## src/rtl/axis_rng_range_if.sv

```systemverilog
// axis_rng_range_if: stream, bound-load and status signals of the range sampler
interface axis_rng_range_if #(
  parameter int DATA_WIDTH = 64,
  parameter int OUT_WIDTH  = 32
);
  logic [DATA_WIDTH-1:0] input_axis_tdata;
  logic                  input_axis_tvalid;
  logic                  input_axis_tready;
  logic [OUT_WIDTH-1:0]  output_axis_tdata;
  logic                  output_axis_tvalid;
  logic                  output_axis_tready;
  logic [OUT_WIDTH-1:0]  bound;
  logic                  bound_load;
  logic                  busy;
  logic [31:0]           reject_count;
  modport slave (
    input  input_axis_tdata, input_axis_tvalid, output_axis_tready, bound, bound_load,
    output input_axis_tready, output_axis_tdata, output_axis_tvalid, busy, reject_count
  );
  modport master (
    output input_axis_tdata, input_axis_tvalid, output_axis_tready, bound, bound_load,
    input  input_axis_tready, output_axis_tdata, output_axis_tvalid, busy, reject_count
  );
endinterface

```

## src/rtl/axis_rng_range.sv

```systemverilog
// axis_rng_range: mask-and-reject sampler mapping random words onto [0, bound]
module axis_rng_range #(
  parameter int DATA_WIDTH = 64,
  parameter int OUT_WIDTH  = 32
) (
  input logic            clk,
  input logic            rst,
  axis_rng_range_if.slave s
);
  if (OUT_WIDTH > DATA_WIDTH) begin : g_width_check
    $error("OUT_WIDTH must not exceed DATA_WIDTH");
  end
  typedef enum logic [1:0] {IDLE, PEND, CALC, RUN} state_t;
  state_t               state, state_nx;
  logic [OUT_WIDTH-1:0] mask, bound_reg, cand, tdata;
  logic [31:0]          rej;
  logic                 tvalid, in_hs, out_hs, pass, calc_entry;
  assign cand       = s.input_axis_tdata[OUT_WIDTH-1:0] & mask;
  assign pass       = cand <= bound_reg;
  assign out_hs     = tvalid && s.output_axis_tready;
  assign in_hs      = s.input_axis_tvalid && s.input_axis_tready;
  assign calc_entry = state == PEND && state_nx == CALC;
  assign s.input_axis_tready  = state == RUN && (!tvalid || s.output_axis_tready);
  assign s.output_axis_tdata  = tdata;
  assign s.output_axis_tvalid = tvalid;
  assign s.busy               = state == PEND || state == CALC;
  assign s.reject_count       = rej;
  always_comb begin
    state_nx = s.bound_load                                              ? PEND :
               (state == PEND && (!tvalid || s.output_axis_tready))      ? CALC :
               (state == CALC && mask >= bound_reg)                      ? RUN  : state;
  end
  always_ff @(posedge clk or negedge rst) begin
    if (!rst) state <= IDLE;
    else      state <= state_nx;
  end
  always_ff @(posedge clk or negedge rst) begin
    if (!rst) begin
      bound_reg <= '0;
      mask      <= '0;
      rej       <= '0;
      tdata     <= '0;
      tvalid    <= 1'b0;
    end else begin
      if (s.bound_load) bound_reg <= s.bound;
      if (calc_entry) mask <= '0;
      else if (state == CALC && mask < bound_reg) mask <= (mask << 1) | OUT_WIDTH'(1);
      if (calc_entry) rej <= '0;
      else if (in_hs && !pass && rej != '1) rej <= rej + 32'd1;
      if (in_hs && pass) begin
        tdata  <= cand;
        tvalid <= 1'b1;
      end else if (out_hs) tvalid <= 1'b0;
    end
  end
endmodule

```

## src/flat_wrapper.sv

```systemverilog
// flat-port wrapper written by rule: the top's interface ports become plain ports
module axis_rng_range_flat 
#(
  parameter int DATA_WIDTH = 64,
  parameter int OUT_WIDTH  = 32
)
  (clk, rst, s_input_axis_tdata, s_input_axis_tvalid, s_output_axis_tready, s_bound, s_bound_load, s_input_axis_tready, s_output_axis_tdata, s_output_axis_tvalid, s_busy, s_reject_count);
  axis_rng_range_if #(.DATA_WIDTH(DATA_WIDTH), .OUT_WIDTH(OUT_WIDTH)) s_i ();
  input logic clk;
  input logic rst;
  input wire logic [$bits(s_i.input_axis_tdata)-1:0] s_input_axis_tdata;
  input wire logic [$bits(s_i.input_axis_tvalid)-1:0] s_input_axis_tvalid;
  input wire logic [$bits(s_i.output_axis_tready)-1:0] s_output_axis_tready;
  input wire logic [$bits(s_i.bound)-1:0] s_bound;
  input wire logic [$bits(s_i.bound_load)-1:0] s_bound_load;
  output wire logic [$bits(s_i.input_axis_tready)-1:0] s_input_axis_tready;
  output wire logic [$bits(s_i.output_axis_tdata)-1:0] s_output_axis_tdata;
  output wire logic [$bits(s_i.output_axis_tvalid)-1:0] s_output_axis_tvalid;
  output wire logic [$bits(s_i.busy)-1:0] s_busy;
  output wire logic [$bits(s_i.reject_count)-1:0] s_reject_count;
  assign s_i.input_axis_tdata = s_input_axis_tdata;
  assign s_i.input_axis_tvalid = s_input_axis_tvalid;
  assign s_i.output_axis_tready = s_output_axis_tready;
  assign s_i.bound = s_bound;
  assign s_i.bound_load = s_bound_load;
  assign s_input_axis_tready = s_i.input_axis_tready;
  assign s_output_axis_tdata = s_i.output_axis_tdata;
  assign s_output_axis_tvalid = s_i.output_axis_tvalid;
  assign s_busy = s_i.busy;
  assign s_reject_count = s_i.reject_count;
  axis_rng_range #(.DATA_WIDTH(DATA_WIDTH), .OUT_WIDTH(OUT_WIDTH)) u_core (.clk(clk), .rst(rst), .s(s_i));
endmodule
```

## config.mk

```make
export PLATFORM = sky130hd
export DESIGN_NAME = axis_rng_range_flat
export DESIGN_NICKNAME = d
export VERILOG_FILES = /design/src/rtl/axis_rng_range_if.sv /design/src/rtl/axis_rng_range.sv /design/src/flat_wrapper.sv
export SDC_FILE = /design/constraint.sdc
export NUM_CORES = 1
export LEC_CHECK = 0
export BUFFER_PORTS_ARGS = -buffer_cell sky130_fd_sc_hd__buf_2
export CAP_MARGIN = 25
export CORE_MARGIN = 5
export CORE_UTILIZATION = 51
export CTS_BUF_LIST = sky130_fd_sc_hd__clkbuf_8
export CTS_CLUSTER_SIZE = 12
export DETAILED_ROUTE_END_ITERATION = 6
export GPL_TIMING_DRIVEN = 0
export PLACE_DENSITY = 0.79
export SYNTH_ARGS = -nofsm -noshare
export SYNTH_HDL_FRONTEND = slang
export SYNTH_SLANG_ARGS = --single-unit
```

## constraint.sdc

```tcl
create_clock -name clk -period 3 [get_ports clk]
set_clock_uncertainty 0.1 [all_clocks]
set_input_delay 0.15 -clock clk [delete_from_list [all_inputs] [get_ports clk]]
set_output_delay 0.15 -clock clk [all_outputs]
set_load 0.02 [all_outputs]
```

==> results by group <==
STA
  – RSZ-0062 raised after global routing: true
  – TNS Setup: -0.04434 ns
  – Slew @ Worst Pin: 0.6220 ns
  – Min cycle time layout: 3.036 ns
  – Rel. slew slack: 58.53%
  – Setup violators final: 3
  – Final hold vios: 0
  – Part of the cycle the worst path needs: 101.2%
  – Pins Over Slew Limit: 0
  – Fin worst setup slack: -0.03606 ns
  – Hold slack: 0.0009500 ns
  – Achievable Freq: 329.4 MHz

Global routing
  – Pin count of the biggest net entering global routing: 69
  – Met1 global-route usage: 31.49%
  – Vias in the first global route: 6,548
  – Grt met2 use: 40.37%
  – Antenna violations before repair: 0
  – GR Util All Layers: 24.88%
  – Met3 Track Usage GR: 5.978%
  – Gr ovfl total: 0
  – Busiest layer in global routing: met2
  – Global-route wire length before repair: 32,620 um

Cells and area
  – Sequential Area: 0.003278 mm^2
  – Multi-input logic area: 0.004064 mm^2
  – Layout cell share with drive strength beyond 1: 32.18%
  – Most common cell after layout, fill and taps aside: buf_2
  – Layout fillers: 922
  – Net count, final: 1,139
  – Final Util: 71.16%
  – Non-filler instance count after layout: 1,162
  – Most frequent cells in the layout: buf_2 (140), dfrtp_1 (131), nand2_1 (66), nor2_1 (62), dlygate4sd3_1 (57)
  – Fin area: 0.009878 mm^2
  – Area grow syn2layout: 36.99%
  – Antenna diodes: 0

Logic synthesis
  – Post-Synthesis Cells: 717
  – FFs w/ async S/R, synth: 100.0%
  – Number of flops mapped to enable cells by yosys: 0
  – Synthesized flop and latch total: 131
  – Mapped Nets: 886
  – Distinct cell type count of the synthesized netlist: 51
  – Largest family of logic cells by synthesized area: simple AND/OR/NAND/NOR gates
  – Area share of fa/ha/maj cells after synthesis: 11.80%
  – Post-Synth XOR/XNOR Area: 2.308%
  – Most used flip-flop cell after synthesis: dfrtp_1
  – Ys Warns: 0
  – Seq/Total Area, Yosys: 45.46%
  – Avg Inst Size Synth: 10.06 um^2
  – Compound-Gate Fraction of Synth Area: 9.509%
  – Post-synthesis simple-gate area fraction: 17.63%
  – Share of cell area taken by muxes after synthesis: 9.440%
  – Synthesized area: 0.007211 mm^2

Min path
  – HP Class: input port to register
  – Hold_sp: s_input_axis_tdata[19]

Routing
  – DRC violations left: 0
  – Drt initial violations: 400
  – DRT Wirelength: 20,860 um
  – Antenna viol nets, final: 0
  – Vias per cell: 5.585
  – DR WL/cell: 17.95 um
  – Vias: 6,490
  – TritonRoute pass-1 iters: 5

Critical path
  – Worst Setup End Kind: register
  – Crit path kind: register to register
  – CP max-delay cell: or4_4
  – Maximum fanout along the worst path: 6
  – Worst path bufs/invs: 2
  – Reg2reg start: u_core.mask[24]$_DFFE_PN0P_
  – Worst setup startpoint: u_core.mask[24]$_DFFE_PN0P_
  – Reg-to-reg slack, setup: -0.04 ns
  – Crit path required time: 3.22 ns
  – Crit path DAT: 3.26 ns
  – Crit path cell chain: and2_4, ha_4, nand4_1, or4_4, a31oi_4, o21ai_4, buf_6, or2_4, buf_8, o41ai_4, a21oi_1
  – Worst setup SP type: register
  – Crit-path leading delay family: simple AND/OR/NAND/NOR gates
  – Critical Path Max Stage Delay: 0.51 ns

Floorplanning
  – Area of the die: 0.01662 mm^2
  – Row cnt: 43
  – Die Wd: 128.9 um
  – Core Region: 0.01388 mm^2
  – Starting density of the core: 51.95%
  – Die height: 128.9 um
  – Top Ports: 168

Clock network
  – Clock Path Buffers: 2
  – Reg clk slew, reported paths: 0.07 ns
  – Clock sinks: 131
  – Cts bufs inserted: 17
  – CTS tree: yes
  – Htree depth: 4
  – Clk_lat worst skew: 0.45 ns
  – CTS Root Cell: clkbuf_8

Status
  – Status: finished with violations
  – Failing checks: setup timing

Placed design
  – GPL Wtd Cong: 0.8765
  – Placed insts: 1,033
  – Port Buffers: 135
  – Dpl hpwl: 13,410 um
  – Dpl ws: -0.6343 ns
  – Dpl cell area: 0.008145 mm^2

Power and ir drop
  – Pwr dens: 410.0 mW/mm^2
  – Max rail drop VDD: 0.2429 mV
  – Leakage power: 4.951 nW
  – Final Power: 4.051 mW

Job
  – Max_cap viols: 0
[power breakdown]
part	internal (mW)	switching [mW]	total [mW]
combinational	0.326	0.458	0.784
sequential	1.84	0.0382	1.88
clock	0.717	0.672	1.39
total	2.88	1.17	4.05
[worst paths after layout]
check                           cells past startpoint                                         end
worst min register to register                      2   u_core.s.output_axis_tdata[0]$_DFFE_PN0P_
worst max register to register                     11       u_core.s.reject_count[19]$_DFFE_PN0P_
min in group asynchronous                           2  u_core.s.output_axis_tdata[25]$_DFFE_PN0P_
max in group asynchronous                           3       u_core.s.reject_count[15]$_DFFE_PN0P_
worst max-delay path                               11       u_core.s.reject_count[19]$_DFFE_PN0P_
worst min-delay path                                3  u_core.s.output_axis_tdata[19]$_DFFE_PN0P_
[cells by family (layout without fill, tap and decap cells)]
logic type,Yosys count,in the layout
AO/OA/AOI/OAI,114,114
AND/OR/NAND/NOR,252,252
multiplexers,64,64
XOR/XNOR,19,19
adder cells (fa/ha/maj),68,68
flip-flops,131,131
buffers and inverters,69,334
[cell type report]
cell class,count,share of cell area [%]
Sequential cell,131,33.19
Inverter,41,1.558
Tap cell,180,2.280
Multi-Input combinational cell,517,41.14
Buffer,27,1.887
Timing Repair Buffer,235,16.33
Clock buffer,21,2.926
Clock inverter,10,0.6966
[tightest hold or removal path: cells and delay by family]
kind,cells,cell delay [ns]
buffers and inverters,1,0.08
AND/OR/NAND/NOR,1,0.14
multiplexers,1,0.14
[cells in the mapped netlist, types with 6 or more instances]
master	n	share of area (%)
a21o_1	6	0.62
nor4_1	12	1.0
mux2_2	32	5.0
nand3_1	14	0.97
and2_1	34	2.9
xnor2_1	18	2.2
inv_1	41	2.1
nor3_1	8	0.56
buf_2	9	0.62
dfrtp_1	131	45
nand2_1	67	3.5
nand4_1	23	2.0
mux2i_1	32	4.4
and3_1	6	0.52
o21ai_0	43	3.0
ha_1	68	12
a21oi_1	37	2.6
clkbuf_1	14	0.73
nor2_1	63	3.3
[metal layers]
layer | vias up | wire length [um]
li1 | 3040 | -
met1 | 3144 | 8714
met2 | 245 | 10120
met3 | 61 | 1282
met4 | 0 | 743
met5 | - | 0
[timing repair]
action                                 4_1_cts  5_1_grt
gates resized for setup                     57       39
endpoints found under the hold margin      119        0
buffers inserted                            29       12
setup endpoints to repair                   97       92
hold buffers                                57        0
pin swaps                                   25       28
cloned                                       0        1
(Power assumes the default switching activity.)
